<file path="src/rtl/shift_sequencer_pkg.sv">
// Shared constants and types for the MIX shift sequencer: F codes, word
// widths, normalisation limits and the sequencer FSM state encoding.
package shift_sequencer_pkg;
  localparam int BYTE_W  = 6;
  localparam int MAG_W   = 30;
  localparam int WORD_W  = 31;
  localparam int ADDR_W  = 12;
  localparam int FIELD_W = 6;

  localparam logic [FIELD_W-1:0] F_SLA  = 6'd0;
  localparam logic [FIELD_W-1:0] F_SRA  = 6'd1;
  localparam logic [FIELD_W-1:0] F_SLAX = 6'd2;
  localparam logic [FIELD_W-1:0] F_SRAX = 6'd3;
  localparam logic [FIELD_W-1:0] F_SLC  = 6'd4;
  localparam logic [FIELD_W-1:0] F_SRC  = 6'd5;

  localparam int M_MAX     = 4095;
  localparam int CIRC_WRAP = 5000;
  localparam int CIRC_SUB  = 4000;

  typedef enum logic [2:0] {
    S_IDLE,
    S_CALC,
    S_ISSUE,
    S_WAIT,
    S_RESP
  } state_t;
endpackage

</file>
<file path="src/rtl/shift_count_norm.sv">
// Combinational shift-count former: M = +-AA + rI, sign resolution and range
// normalisation. MIX_SHIFT_NEGM_EN turns a negative M into a reversed shift.
module shift_count_norm
  import shift_sequencer_pkg::*;
(
  input  logic [FIELD_W-1:0] i_field,
  input  logic               i_aa_s,
  input  logic [ADDR_W-1:0]  i_aa,
  input  logic               i_ri_s,
  input  logic [ADDR_W-1:0]  i_ri,
  output logic [FIELD_W-1:0] o_field,
  output logic [ADDR_W-1:0]  o_m,
  output logic               o_fault
);
  logic signed [ADDR_W+1:0] w_aa;
  logic signed [ADDR_W+1:0] w_ri;
  logic signed [ADDR_W+1:0] w_sum;
  logic                     w_neg;
  logic [ADDR_W:0]          w_mag;
  logic [FIELD_W-1:0]       w_field;

  always_comb begin
    w_aa  = i_aa_s ? -$signed({2'b00, i_aa}) : $signed({2'b00, i_aa});
    w_ri  = i_ri_s ? -$signed({2'b00, i_ri}) : $signed({2'b00, i_ri});
    w_sum = w_aa + w_ri;
    // A -0 sum is numerically zero, so it never takes the negative path.
    w_neg = w_sum[ADDR_W+1];
    w_mag = w_neg ? (ADDR_W+1)'(-w_sum) : w_sum[ADDR_W:0];

    o_fault = (i_field > F_SRC);
    w_field = i_field;
`ifdef MIX_SHIFT_NEGM_EN
    if (w_neg) w_field = i_field ^ 6'd1;
`else
    if (w_neg) o_fault = 1'b1;
`endif
    o_field = w_field;

    // Circular shifts by multiples of 10 bytes are identities, so wrap by
    // 5000/4000; linear shifts past the word just saturate.
    o_m = ADDR_W'(w_mag);
    if (w_field >= F_SLC) begin
      if (w_mag >= (ADDR_W+1)'(CIRC_WRAP))
        o_m = ADDR_W'(w_mag - (ADDR_W+1)'(CIRC_WRAP));
      else if (w_mag > (ADDR_W+1)'(M_MAX))
        o_m = ADDR_W'(w_mag - (ADDR_W+1)'(CIRC_SUB));
    end else if (w_mag > (ADDR_W+1)'(M_MAX)) begin
      o_m = ADDR_W'(M_MAX);
    end
  end
endmodule

</file>
<file path="src/rtl/shift_sequencer.sv">
// MIX C=6 shift sequencer: latches a request, normalises M, drives the shift
// unit and returns signed rA/rX or a fault. Optional: MIX_SHIFT_NEGM_EN.
module shift_sequencer
  import shift_sequencer_pkg::*;
#(
  parameter int WDOG = 3
) (
  input  logic               clk,
  input  logic               rst_n,
  input  logic               req_valid,
  output logic               req_ready,
  input  logic [FIELD_W-1:0] req_field,
  input  logic               req_aa_s,
  input  logic [ADDR_W-1:0]  req_aa,
  input  logic               req_ri_s,
  input  logic [ADDR_W-1:0]  req_ri,
  input  logic [WORD_W-1:0]  req_ra,
  input  logic [WORD_W-1:0]  req_rx,
  output logic               sh_start,
  output logic [FIELD_W-1:0] sh_field,
  output logic [ADDR_W-1:0]  sh_m,
  output logic [MAG_W-1:0]   sh_ina,
  output logic [MAG_W-1:0]   sh_inx,
  input  logic               sh_stop,
  input  logic [MAG_W-1:0]   sh_outa,
  input  logic [MAG_W-1:0]   sh_outx,
  output logic               rsp_valid,
  input  logic               rsp_ready,
  output logic [WORD_W-1:0]  rsp_ra,
  output logic [WORD_W-1:0]  rsp_rx,
  output logic               rsp_fault,
  output logic               busy
);
  localparam int WD_W = (WDOG > 1) ? $clog2(WDOG) : 1;

  state_t             r_state;
  logic               r_req_ready;
  logic               r_busy;
  logic [FIELD_W-1:0] r_field;
  logic               r_aa_s;
  logic [ADDR_W-1:0]  r_aa;
  logic               r_ri_s;
  logic [ADDR_W-1:0]  r_ri;
  logic [WORD_W-1:0]  r_ra;
  logic [WORD_W-1:0]  r_rx;
  logic               r_sh_start;
  logic [FIELD_W-1:0] r_sh_field;
  logic [ADDR_W-1:0]  r_sh_m;
  logic [MAG_W-1:0]   r_sh_ina;
  logic [MAG_W-1:0]   r_sh_inx;
  logic               r_rsp_valid;
  logic [WORD_W-1:0]  r_rsp_ra;
  logic [WORD_W-1:0]  r_rsp_rx;
  logic               r_rsp_fault;
  logic [WD_W-1:0]    r_wdog;

  logic [FIELD_W-1:0] w_field;
  logic [ADDR_W-1:0]  w_m;
  logic               w_fault;

  shift_count_norm u_norm (
    .i_field (r_field),
    .i_aa_s  (r_aa_s),
    .i_aa    (r_aa),
    .i_ri_s  (r_ri_s),
    .i_ri    (r_ri),
    .o_field (w_field),
    .o_m     (w_m),
    .o_fault (w_fault)
  );

  always_ff @(posedge clk or negedge rst_n) begin
    if (!rst_n) begin
      r_state     <= S_IDLE;
      r_req_ready <= 1'b1;
      r_busy      <= 1'b0;
      r_field     <= '0;
      r_aa_s      <= 1'b0;
      r_aa        <= '0;
      r_ri_s      <= 1'b0;
      r_ri        <= '0;
      r_ra        <= '0;
      r_rx        <= '0;
      r_sh_start  <= 1'b0;
      r_sh_field  <= '0;
      r_sh_m      <= '0;
      r_sh_ina    <= '0;
      r_sh_inx    <= '0;
      r_rsp_valid <= 1'b0;
      r_rsp_ra    <= '0;
      r_rsp_rx    <= '0;
      r_rsp_fault <= 1'b0;
      r_wdog      <= '0;
    end else begin
      case (r_state)
        S_IDLE: begin
          if (req_valid) begin
            r_field     <= req_field;
            r_aa_s      <= req_aa_s;
            r_aa        <= req_aa;
            r_ri_s      <= req_ri_s;
            r_ri        <= req_ri;
            r_ra        <= req_ra;
            r_rx        <= req_rx;
            r_req_ready <= 1'b0;
            r_busy      <= 1'b1;
            r_state     <= S_CALC;
          end
        end
        S_CALC: begin
          if (w_fault) begin
            r_rsp_ra    <= r_ra;
            r_rsp_rx    <= r_rx;
            r_rsp_fault <= 1'b1;
            r_rsp_valid <= 1'b1;
            r_state     <= S_RESP;
          end else begin
            r_sh_field <= w_field;
            r_sh_m     <= w_m;
            r_sh_ina   <= r_ra[MAG_W-1:0];
            r_sh_inx   <= r_rx[MAG_W-1:0];
            r_sh_start <= 1'b1;
            r_state    <= S_ISSUE;
          end
        end
        S_ISSUE: begin
          r_sh_start <= 1'b0;
          r_wdog     <= '0;
          r_state    <= S_WAIT;
        end
        S_WAIT: begin
          if (sh_stop) begin
            r_rsp_ra    <= {r_ra[WORD_W-1], sh_outa};
            r_rsp_rx    <= {r_rx[WORD_W-1], sh_outx};
            r_rsp_fault <= 1'b0;
            r_rsp_valid <= 1'b1;
            r_state     <= S_RESP;
          end else if (r_wdog == WD_W'(WDOG - 1)) begin
            r_rsp_ra    <= r_ra;
            r_rsp_rx    <= r_rx;
            r_rsp_fault <= 1'b1;
            r_rsp_valid <= 1'b1;
            r_state     <= S_RESP;
          end else begin
            r_wdog <= r_wdog + 1'b1;
          end
        end
        S_RESP: begin
          if (rsp_ready) begin
            r_rsp_valid <= 1'b0;
            r_req_ready <= 1'b1;
            r_busy      <= 1'b0;
            r_state     <= S_IDLE;
          end
        end
        default: begin
          r_state     <= S_IDLE;
          r_req_ready <= 1'b1;
          r_busy      <= 1'b0;
          r_sh_start  <= 1'b0;
          r_rsp_valid <= 1'b0;
        end
      endcase
    end
  end

  assign req_ready = r_req_ready;
  assign busy      = r_busy;
  assign sh_start  = r_sh_start;
  assign sh_field  = r_sh_field;
  assign sh_m      = r_sh_m;
  assign sh_ina    = r_sh_ina;
  assign sh_inx    = r_sh_inx;
  assign rsp_valid = r_rsp_valid;
  assign rsp_ra    = r_rsp_ra;
  assign rsp_rx    = r_rsp_rx;
  assign rsp_fault = r_rsp_fault;
endmodule

</file>
<file path="config.mk">
export PLATFORM = sky130hd
export DESIGN_NAME = shift_sequencer
export DESIGN_NICKNAME = d
export VERILOG_FILES = /design/src/rtl/shift_sequencer_pkg.sv /design/src/rtl/shift_count_norm.sv /design/src/rtl/shift_sequencer.sv
export SDC_FILE = /design/constraint.sdc
export NUM_CORES = 1
export LEC_CHECK = 0
export CORE_MARGIN = 4
export CORE_UTILIZATION = 30
export CTS_CLUSTER_DIAMETER = 80
export CTS_CLUSTER_SIZE = 25
export DETAILED_ROUTE_END_ITERATION = 16
export PLACE_DENSITY_LB_ADDON = 0.05
export SLEW_MARGIN = 30
export SYNTH_ARGS = -nofsm -noshare
export SYNTH_HDL_FRONTEND = slang
export SYNTH_SLANG_ARGS = --single-unit
</file>
<file path="constraint.sdc">
create_clock -name clk -period 6 [get_ports clk]
set_clock_uncertainty 0.2 [all_clocks]
set_input_delay 1.2 -clock clk [delete_from_list [all_inputs] [get_ports clk]]
set_output_delay 1.2 -clock clk [all_outputs]
set_load 0.02 [all_outputs]
</file>
After elaboration in Yosys (flattened, before gate mapping) --
Cells that the tools add are included.
Word-level totals: register bits after elaboration 244, input bits 159, output and inout port bits 145
Operators by class: add/subtract/negate cells 7, magnitude comparators 4, equal/unequal tests 12, mux-type cells 39, bitwise operators 4, reduce and logical (&&, ||, !) cells 14
Operators by type and width (count):
- $mux 31 | 6
- $pmux 31 s2 | 2
- $mux 12 | 4
- $mux 14 | 2
- $neg 12->14 | 2
- $mux 3 | 5
- $pmux 3 s5 | 1
- $add 14x14->14 | 1
- $ge 13x13->1 const B | 1
- $gt 13x12->1 const B | 1
- $mux 13 | 1
- $neg 13->13 | 1
- $reduce_and 3->1 | 4
- $sub 12x10->12 const B | 1
- $sub 12x12->12 const B | 1
- $mux 1 | 10
- $ne 2x2->1 const B | 5
- $eq 3x2->1 const B | 2
- $ge 6x3->1 const B | 1
- $gt 6x3->1 const B | 1
- $pmux 1 s3 | 2
- $reduce_and 2->1 | 3
- $reduce_or 3->1 | 2
- $mux 2 | 2
- other kinds (14) | 19

Depth between registers and ports, before layout --
Gate-level depths: netlist (run 1).
word-level depth 9, depth in mapped cells 25

Modules after synthesis --
A second synthesis (run 1) with hierarchy kept.
Second synthesis, totals: cell total of the unflattened synthesis 970, area, all modules 12811.0 um2
By module, submodules not included:
- shift_sequencer | instances 1, cells an instance 613, area each 10303.6 um2, sequential area each 6107.1 um2
- shift_count_norm | instances 1, cells an instance 357, area each 2507.4 um2, sequential area each 0.0 um2

Worst setup path before layout (run 1) --
OpenSTA, ideal clock, no wires.
kind register to register, from register r_ri[3], to register r_sh_m[10] (netlist: sh_m[10]), data arrival time 4.936 ns, required time 5.652 ns, setup slack 0.716 ns, cell stages (with the launch flop) 24, path buffers 2, period minus slack after synthesis 5.284 ns, cells stage by stage dfrtp_1 or4_4 o21ai_0 nand2_1 xor2_1 ha_1 clkbuf_1 nand2_1 o21ai_0 a211oi_2 or3_2 buf_6 a21oi_1 xor2_1 ha_1 nand3_1 a211oi_2 nand2_1 o31ai_4 inv_2 or2_1 o32a_1 nor3_2 a311oi_2
Between the ends: word-level cells in the longest chain between the ends 9, elaborated cells on any way between the ends 16, those cells by class add/sub: 5; order compare: 2; mux: 7; bitwise: 1; reduce/logical: 1
RTL lines:
- from (decl) | RTL line shift_sequencer.sv:43 | logic [ADDR_W-1:0] r_ri;
- from (signal assigned) | RTL line shift_sequencer.sv:102 | r_ri <= req_ri;
- $neg 12->14 | RTL line shift_count_norm.sv:24 | w_ri = i_ri_s ? -$signed({2'b00, i_ri}) : $signed({2'b00, i_ri});
- $mux 14 (*) | RTL line shift_count_norm.sv:24
- $add 14x14->14 (*) | RTL line shift_count_norm.sv:25 | w_sum = w_aa + w_ri;
- $neg 13->13 | RTL line shift_count_norm.sv:28 | w_mag = w_neg ? (ADDR_W+1)'(-w_sum) : w_sum[ADDR_W:0];
- $mux 13 | RTL line shift_count_norm.sv:28
- $sub 12x12->12 / $gt 13x12->1 (equally long branches) | RTL line shift_count_norm.sv:46, shift_count_norm.sv:45, shift_count_norm.sv:47
- $mux 12 | RTL line shift_count_norm.sv:45 | else if (w_mag > (ADDR_W+1)'(M_MAX))
- $mux 12 | RTL line shift_count_norm.sv:43 | if (w_mag >= (ADDR_W+1)'(CIRC_WRAP))
- $mux 12 | RTL line shift_count_norm.sv:42 | if (w_field >= F_SLC) begin
- to (signal assigned) | RTL line shift_sequencer.sv:119 | r_sh_m <= w_m;
- to (decl) | RTL line shift_sequencer.sv:48 | logic [ADDR_W-1:0] r_sh_m;
Every way passes the cells marked *; elsewhere a longest branch is shown, timed or not. A chain may end at the register's enable or synchronous reset.

Worst setup path in the final report (run 1) --
from register r_ri[0], to register r_sh_m[10] (netlist: sh_m[10])
Same word-level chain as after synthesis.

==> flow_summary.ini, run 1 <==
[outcome]
status = finished, final reports clean

[timing]
fin_crit_sh_pct = 93.0
slew_headroom_pct = 39.5
setup_viol = 0
fmax_ghz = 0.179
worstMarginPinSlew_ps = 900
hold_viol = 0
final_max_slew_viol_count = 0
rsz0062_at_grt = false
setup_tns_ps = 0
fin_crit_ps = 5580

[yosys]
ys_types = 74
syn_inst = 1147
yosys.area.top_type = dfrtp_1
ys_seq_area_share_pct = 51.7
synth.ff_latch_count = 244
synth_edf_count = 0
netlist_area_um2 = 11800
ys_top_cells_by_area = dfrtp_1, nand2_1, mux2_2
syn_avg_cell_area_um2 = 10.3
synth_nets = 1329
ys.flop_type = dfrtp_1
yosysWarnings = 0
synth_top_area_share_pct = 51.5
async_reset_ff_share_pct = 100

[place]
dp.cells = 1928
dp_hpwl_mm = 26.3
dpl_cell_area_um2 = 15400
port_buffers = 303
gp_congestion = 0.817

[min_path]
worstHoldPathCells = 2
hold_path.class = reg -> reg

[finish]
utilization_pct = 41.6
final_nets = 1613
syn_to_final_growth_pct = 36.5
drive_gt1_share_pct = 12.3
fin_area_um2 = 16100
final_cells = 1964

[global_route]
grt_overflow = 0
grt_pass1_vias = 9507
track_usage_pct = 17.1
antenna_found_initial = 3
grt_start_max_net_pins = 105
grt_pass1_wl_mm = 56.8

[critical_path]
cpPeakStageDelay_ps = 590
cp.required_ps = 6200
critPathTopFamily = simple AND/OR/NAND/NOR gates
cp.depth = 24
crit_chain = inv_1 > ha_1 > nand2_1 > or3_1 > or3_1 > o31ai_1 > xnor2_1 > ha_1 > a21oi_1 > o21ai_0 > a211oi_2 > or3_2 > a21oi_1 > xnor2_1 > ha_1 > nand3_1 > a211oi_2 > nand2_1 > o31ai_4 > inv_2 > or2_1 > o32a_1 > nor3_2 > a311oi_2
worstSetupEndpointType = register
critPathMostFrequentCell = ha_1
start_kind = register
crit_type = reg -> reg
r2r_cells = 24
path_buf_inv = 2
critical_path_arrival_ps = 5790
slowest_stage = or3_2
critPathMaxFanout = 9

[run]
drv_cap = 0

[clock_tree]
post_cts_buffers = 0
numCtsBuffers = 19
cts_buffer_depth = 3
cts_tree = done
clk_latency_ps = 530
cts-root-buf = clkbuf_16
clk_pin_slew_ps = 80
cts_num_sinks = 244
cts_max_level = 1

[floorplan]
start_util_pct = 30.5
rows = 72
ioPinCount = 304
die_h_um = 206
dieArea_um2 = 42600
die_w_um = 206
core_um2 = 38700

[drt]
routed_wl_mm = 37.0
wl_per_cell_um = 18.8
first_pass_iters = 4
vias = 9231
ant_nets = 0
drc = 0
vias_per_cell = 4.70
drt-initial-drc-count = 291
-- sequential cells by signal, indices dropped and copies added (netlist names) --
register   flops
r_field        6
r_ri          12
sh_inx        30
sh_start       1
rsp_rx        31
r_aa          12
rsp_valid      1
rsp_ra        31
r_rx          31
r_wdog         2
sh_ina        30
r_ri_s         1
r_ra          31
r_state        3
sh_field       6
r_aa_s         1
rsp_fault      1
sh_m          12
busy           1
req_ready      1
-- metal layers --
metal	GRT usage, %	part of all wire (%)
met1	22.8	44
met2	27.9	48
met3	5.19	6.6
met4	2.85	1.5
met5	0	0.035
-- path summary, 6_finish.rpt --
path,startpoint,to,slack [ps]
max in group asynchronous,rst_n,rsp_rx[2]$_DFFE_PN0P_,3820
worst max-delay path,r_ri[0]$_DFFE_PN0P_,sh_m[10]$_DFFE_PN0P_,420
worst max register to register,r_ri[0]$_DFFE_PN0P_,sh_m[10]$_DFFE_PN0P_,420
worst min register to register,r_field[0]$_DFFE_PN0P_,sh_field[0]$_DFFE_PN0P_,280
worst min-delay path,r_field[0]$_DFFE_PN0P_,sh_field[0]$_DFFE_PN0P_,280
min in group asynchronous,rst_n,r_ri[10]$_DFFE_PN0P_,500
-- per-stage QoR --
step                      hold slack [ps]  setup WS, ps
after floorplan                       235           716
after global placement                257           488
after detailed placement              261           364
after CTS                             280           327
after global routing                  303          6.77
final                                 275           418
-- cell type report --
type	instances	area, µm²
Sequential cell	244	6110
Tap cell	518	648
Timing Repair Buffer	320	3200
Inverter	21	78.8
Clock inverter	13	164
Multi-Input combinational cell	825	5430
Antenna cell	3	7.51
Fill cell	3839	22600
Clock buffer	20	479
-- kinds of logic (layout without fill, tap and decap cells) --
| kind of cell | after synthesis | count (layout) | synth area share, % |
|---|---|---|---|
| and+or+nand+nor | 412 | 412 | 14.9 |
| DFF | 244 | 244 | 51.7 |
| AOI/OAI and AO/OA | 192 | 192 | 10.9 |
| muxes | 155 | 155 | 14.1 |
| buffers and inverters | 78 | 374 | 2.67 |
| xor gates and xnor gates | 43 | 43 | 3.19 |
| adders and majority gates | 23 | 23 | 2.50 |
| other | 0 | 3 | 0 |
-- layout by cell type (no fill, tap or decap), types with 7 or more instances in the layout --
cell | synthesis | routed
xnor2_1 | 31 | 31
buf_4 | 0 | 15
nand2b_1 | 9 | 9
nand2_1 | 299 | 297
inv_1 | 20 | 20
ha_1 | 22 | 22
or3_1 | 8 | 8
o21ai_0 | 82 | 82
xor2_1 | 12 | 11
dfrtp_1 | 243 | 243
o31ai_1 | 7 | 7
a21oi_1 | 31 | 30
clkbuf_16 | 0 | 19
nor2_1 | 37 | 37
clkdlybuf4s50_1 | 0 | 302
nand3_1 | 9 | 8
mux2_2 | 93 | 93
nor3_1 | 9 | 9
mux2i_1 | 61 | 61
-- cells in the mapped netlist, drive strengths merged, types with 3 or more instances --
| cell | instances |
|---|---|
| xor2 | 12 |
| a21o | 6 |
| nor2b | 4 |
| a21oi | 31 |
| a22o | 3 |
| or4 | 5 |
| a311o | 3 |
| or2 | 4 |
| buf | 5 |
| or3 | 9 |
| nand3 | 9 |
| o41ai | 4 |
| nand2 | 300 |
| a211oi | 9 |
| nand4b | 3 |
| nor3 | 10 |
| o21ai | 86 |
| nor4 | 5 |
| clkbuf | 52 |
| mux2 | 94 |
| and3 | 3 |
| o31ai | 9 |
| a41oi | 4 |
| o21a | 4 |
| and2 | 10 |
| xnor2 | 31 |
| nand2b | 9 |
| mux2i | 61 |
| inv | 21 |
| dfrtp | 243 |
| a211o | 3 |
| o211ai | 4 |
| ha | 22 |
| a31oi | 7 |
| nor2 | 37 |
-- tightest hold or removal path, cell delays in order, from the launching register on --
cell     delay [ps]
dfrtp_1         350
nand2_1          50
nand2_1          50
-- repair_timing --
| action | 4_1_cts | 5_1_grt |
|---|---|---|
| gates resized for setup | 0 | 2 |
| setup endpoints to repair | 0 | 3 |
| hold buffers | 0 | 0 |
Power of run 1 is left out: the tool's default activity adds up to more than one toggle a clock period on the data nets, which glitch-free logic cannot reach.
==> inputs of run 2 (changes only) <==
Settings changed: CELL_PAD_IN_SITES_DETAIL_PLACEMENT from default to 1, CELL_PAD_IN_SITES_GLOBAL_PLACEMENT from default to 1, SLEW_MARGIN 30 to 20.
==> flow_summary.ini, run 2 (synthesis gave the netlist of run 1 again) <==
[critical_path]
start_kind = register
r2r_cells = 23
worstSetupEndpointType = register
cp.required_ps = 6240
reg2reg_to = sh_m[10]$_DFFE_PN0P_
reg2reg_slack_ps = 380
critPathMaxFanout = 9
crit_type = reg -> reg
critical_path_arrival_ps = 5860
startpoint = r_ri[0]$_DFFE_PN0P_
worstSetupEndpoint = sh_m[10]$_DFFE_PN0P_
reg2reg_from = r_ri[0]$_DFFE_PN0P_

[timing]
fin_crit_sh_pct = 93.6
setup_viol = 0
final_max_slew_viol_count = 0
worstMarginPinSlew_ps = 1020
setup_tns_ps = 0
slew_headroom_pct = 32.0
fin_crit_ps = 5620
hold_viol = 0
fmax_ghz = 0.178

[global_route]
grt_pass1_wl_mm = 60.6
track_usage_pct = 18.1
antenna_found_initial = 7
grt_start_max_net_pins = 89
grt_pass1_vias = 10300
grt_overflow = 0

[drt]
ant_nets = 0
routed_wl_mm = 39.3
vias_per_cell = 4.80
vias = 9477
drc = 0
drt-initial-drc-count = 346
first_pass_iters = 4
wl_per_cell_um = 19.9

[finish]
n_antenna_cell = 0
multi_input_area_um2 = 5430
register_area_um2 = 6110
drive_gt1_share_pct = 13.2
final_nets = 1624
final_common_cell = clkdlybuf4s50_1
syn_to_final_growth_pct = 38.2
fillers = 4322
layout_common_cells = clkdlybuf4s50_1, nand2_1, dfrtp_1, mux2_2, o21ai_0
utilization_pct = 42.1

[floorplan]
ioPinCount = 304
rows = 72
die_h_um = 206
dieArea_um2 = 42600
die_w_um = 206
start_util_pct = 30.5
core_um2 = 38700

[clock_tree]
numCtsBuffers = 21
post_cts_buffers = 0
cts_buffer_depth = 3
clk_pin_slew_ps = 80
cts_tree = done
clk_latency_ps = 540
cts-root-buf = clkbuf_16
cts_max_level = 1
cts_num_sinks = 244

[outcome]
status = finished, final reports clean

[place]
gp_congestion = 0.848
dp_hpwl_mm = 28.4
port_buffers = 303

[run]
drv_cap = 0

[min_path]
hold_path.class = reg -> reg
==> run 2: changes by cell type in the layout (fill, tap and decap cells not counted), sizes merged <==
cell	previous run	this run
buf	18	27
clkbuf	20	21
clkinv	2	6
clkinvlp	1	0
diode	3	0
==> run 2: worst max-delay path, cell delays in order, from the launching register on <==
cell and delay [ps]:
dfrtp_1 430, inv_1 100, ha_1 180, nand2_1 70, or3_1 320, or3_1 380, o31ai_2 240, xnor2_1 100
ha_1 370, a21oi_1 120, o21ai_0 240, a211oi_2 80, or3_2 580, a21oi_1 220, xnor2_1 220, ha_1 210
nand3_1 100, a211oi_2 160, nand2_1 140, o31ai_4 290, inv_2 80, or2_1 250, o32a_1 190, a311oi_2 240
==> run 2: worst min path at each step <==
| stage | startpoint | endpoint | slack, ps | cells after the start |
|---|---|---|---|---|
| after floorplan | r_field[0]$_DFFE_PN0P_ | sh_field[0]$_DFFE_PN0P_ | 230 | 2 |
| after global placement | sh_inx[23]$_DFFE_PN0P_ | sh_inx[23]$_DFFE_PN0P_ | 260 | 2 |
| after detailed placement | sh_ina[27]$_DFFE_PN0P_ | sh_ina[27]$_DFFE_PN0P_ | 260 | 2 |
| after CTS | r_field[0]$_DFFE_PN0P_ | sh_field[0]$_DFFE_PN0P_ | 280 | 2 |
| after global routing | sh_ina[27]$_DFFE_PN0P_ | sh_ina[27]$_DFFE_PN0P_ | 290 | 2 |
| final | sh_ina[27]$_DFFE_PN0P_ | sh_ina[27]$_DFFE_PN0P_ | 270 | 2 |
==> run 2: final cells by class <==
type,count,share of cell area (%)
Clock buffer,21,3.22
Multi-Input combinational cell,825,33.3
Tap cell,518,3.97
Sequential cell,244,37.4
Inverter,21,0.483
Clock inverter,16,1.49
Timing Repair Buffer,329,20.1
==> run 2: per-stage QoR <==
| step | area [µm²] | setup slack [ps] | hold slack, ps | std cells |
|---|---|---|---|---|
| after global placement | 15500 | 471 | 257 | 1937 |
| final | 16300 | 385 | 273 | 1974 |
| after global routing | 16300 | -20.3 | 288 | 1974 |
| after CTS | 16300 | 267 | 279 | 1974 |
| after floorplan | 11800 | 716 | 235 | 1147 |
| after detailed placement | 15500 | 310 | 261 | 1937 |
==> run 2: metal layers <==
layer | track usage [%] | vias up | share of wire (%)
met5 | 0 | - | 0.20
met4 | 3.40 | 12 | 1.8
met3 | 6.43 | 54 | 7.6
met2 | 29.9 | 187 | 47
met1 | 23.2 | 4685 | 43
li1 | - | 4539 | -
==> run 2: timing repair <==
action / 4_1_cts / 5_1_grt
hold buffers: 0 / 0
resized for setup: 0 / 4
setup endpoints to repair: 0 / 6
hold endpoints to repair: 0 / 0
Power of run 2 is left out for the same reason.
==> inputs of run 3 (changes only) <==
Clock period 6 ns to 5.15 ns, I/O delays scaled along.
==> flow_summary.ini, run 3 (synthesis gave the netlist of run 1 again) <==
[outcome]
status = finished, final reports clean

[drt]
drt-initial-drc-count = 285
wl_per_cell_um = 19.3
routed_wl_mm = 39.4
vias = 9697
ant_nets = 0
first_pass_iters = 4
drc = 0
vias_per_cell = 4.75

[floorplan]
start_util_pct = 30.5
dieArea_um2 = 42600
die_h_um = 206
rows = 72
core_um2 = 38700
ioPinCount = 304
die_w_um = 206

[timing]
rsz0062_at_grt = true
worstMarginPinSlew_ps = 823
setup_tns_ps = 0
setup_viol = 0
slew_headroom_pct = 45.2
fin_crit_sh_pct = 99.2
final_max_slew_viol_count = 0
fin_crit_ps = 5110
fmax_ghz = 0.196
hold_viol = 0

[critical_path]
crit_type = reg -> reg
cp.required_ps = 5400
start_kind = register
critPathMaxFanout = 6
worstSetupEndpointType = register
critical_path_arrival_ps = 5360

[global_route]
grt_start_max_net_pins = 99
track_usage_pct = 18.3
grt_pass1_vias = 10500
antenna_found_initial = 8
grt_pass1_wl_mm = 61.3
grt_overflow = 0

[finish]
layout_common_cells = clkdlybuf4s50_1, nand2_1, dfrtp_1, mux2_2, buf_4
drive_gt1_share_pct = 19.5
final_nets = 1688
final_common_cell = clkdlybuf4s50_1
fin_area_um2 = 17100
syn_to_final_growth_pct = 45.2

[clock_tree]
hold_buffers = 0
cts-root-buf = clkbuf_16
cts_max_level = 1
cts_buffer_depth = 3
cts_tree = done
cts_num_sinks = 244
clk_pin_slew_ps = 100
numCtsBuffers = 22
clk_latency_ps = 540

[run]
drv_cap = 0

[place]
dp_hpwl_mm = 28.7
gp_congestion = 0.853
dpl_cell_area_um2 = 16000
port_buffers = 303

[min_path]
hold_path.class = reg -> reg
run 3: cell types whose count changed in the layout (fill, tap and decap cells not counted), moves of 4 or more:
cell     previous run  this run
ha_1               22        16
a21oi_1            30        23
xnor2_2             0         4
or3_4               0         4
a21oi_2             1         7
buf_4              22        80
xnor2_1            31        27
o21ai_0            81        76
run 3: path summary, 6_finish.rpt:
check / start / slack (ps) / end / cells after the start
min in group asynchronous: rst_n / 330 / sh_m[6]$_DFFE_PN0P_ / 1
max in group asynchronous: rst_n / 3440 / sh_inx[17]$_DFFE_PN0P_ / 2
min: sh_inx[20]$_DFFE_PN0P_ / 280 / sh_inx[20]$_DFFE_PN0P_ / 2
max reg2reg: r_ri[0]$_DFFE_PN0P_ / 40 / sh_m[5]$_DFFE_PN0P_ / 25
max: r_ri[0]$_DFFE_PN0P_ / 40 / sh_m[5]$_DFFE_PN0P_ / 25
min reg2reg: sh_inx[20]$_DFFE_PN0P_ / 280 / sh_inx[20]$_DFFE_PN0P_ / 2
run 3: worst max-delay path, cell delays in order (launching register included):
cell and delay [ps]:
dfrtp_1 410, inv_2 100, ha_4 150, nand2_2 50, or3_4 330, or3_4 370, o31ai_4 180, xnor2_1 90
ha_1 350, a21oi_2 100, o21ai_1 180, a211oi_2 60, or3_4 470, a21oi_2 170, xor2_1 200, ha_1 200
nand3_2 100, a211oi_2 230, nand2_2 110, o31ai_4 220, inv_2 70, buf_4 140, ha_4 200, nand2_1 50
o211ai_1 90, a22o_1 210
run 3: metrics by stage:
step | hold WS, ps | util, % | worst slack, ps | instances
final | 276 | 44.3 | 40.8 | 2042
after global routing | 298 | 44.2 | -258 | 2040
after CTS | 281 | 43.6 | 14.9 | 2034
after detailed placement | 261 | 41.3 | -124 | 1994
after global placement | 256 | 41.3 | 24.3 | 1994
after floorplan | 235 | - | 16.0 | 1147
run 3: what timing repair did:
action	CTS	global route
gates resized for setup	9	50
endpoints found under the setup margin	11	85
buffers inserted	0	7
pin swaps	1	17
run 3: metal layers:
layer  GRT usage, %  vias up  share of wire [%]
li1               -     4650                  -
met1           22.9     4799                 42
met2           31.0      188                 49
met3           6.48       46                7.7
met4           3.26       14                1.4
met5              0        -               0.21
run 3: layout make-up:
class                      instances  area (µm²)
tap                              518         648
sequential                       244        6110
multi-input combinational        825        5670
antenna                            2        5.00
inverter                          21        81.3
clock inverter                    16         246
timing repair buffer             392        3790
fill                            4248       21600
clock buffer                      24         589
Power of run 3 is left out for the same reason.
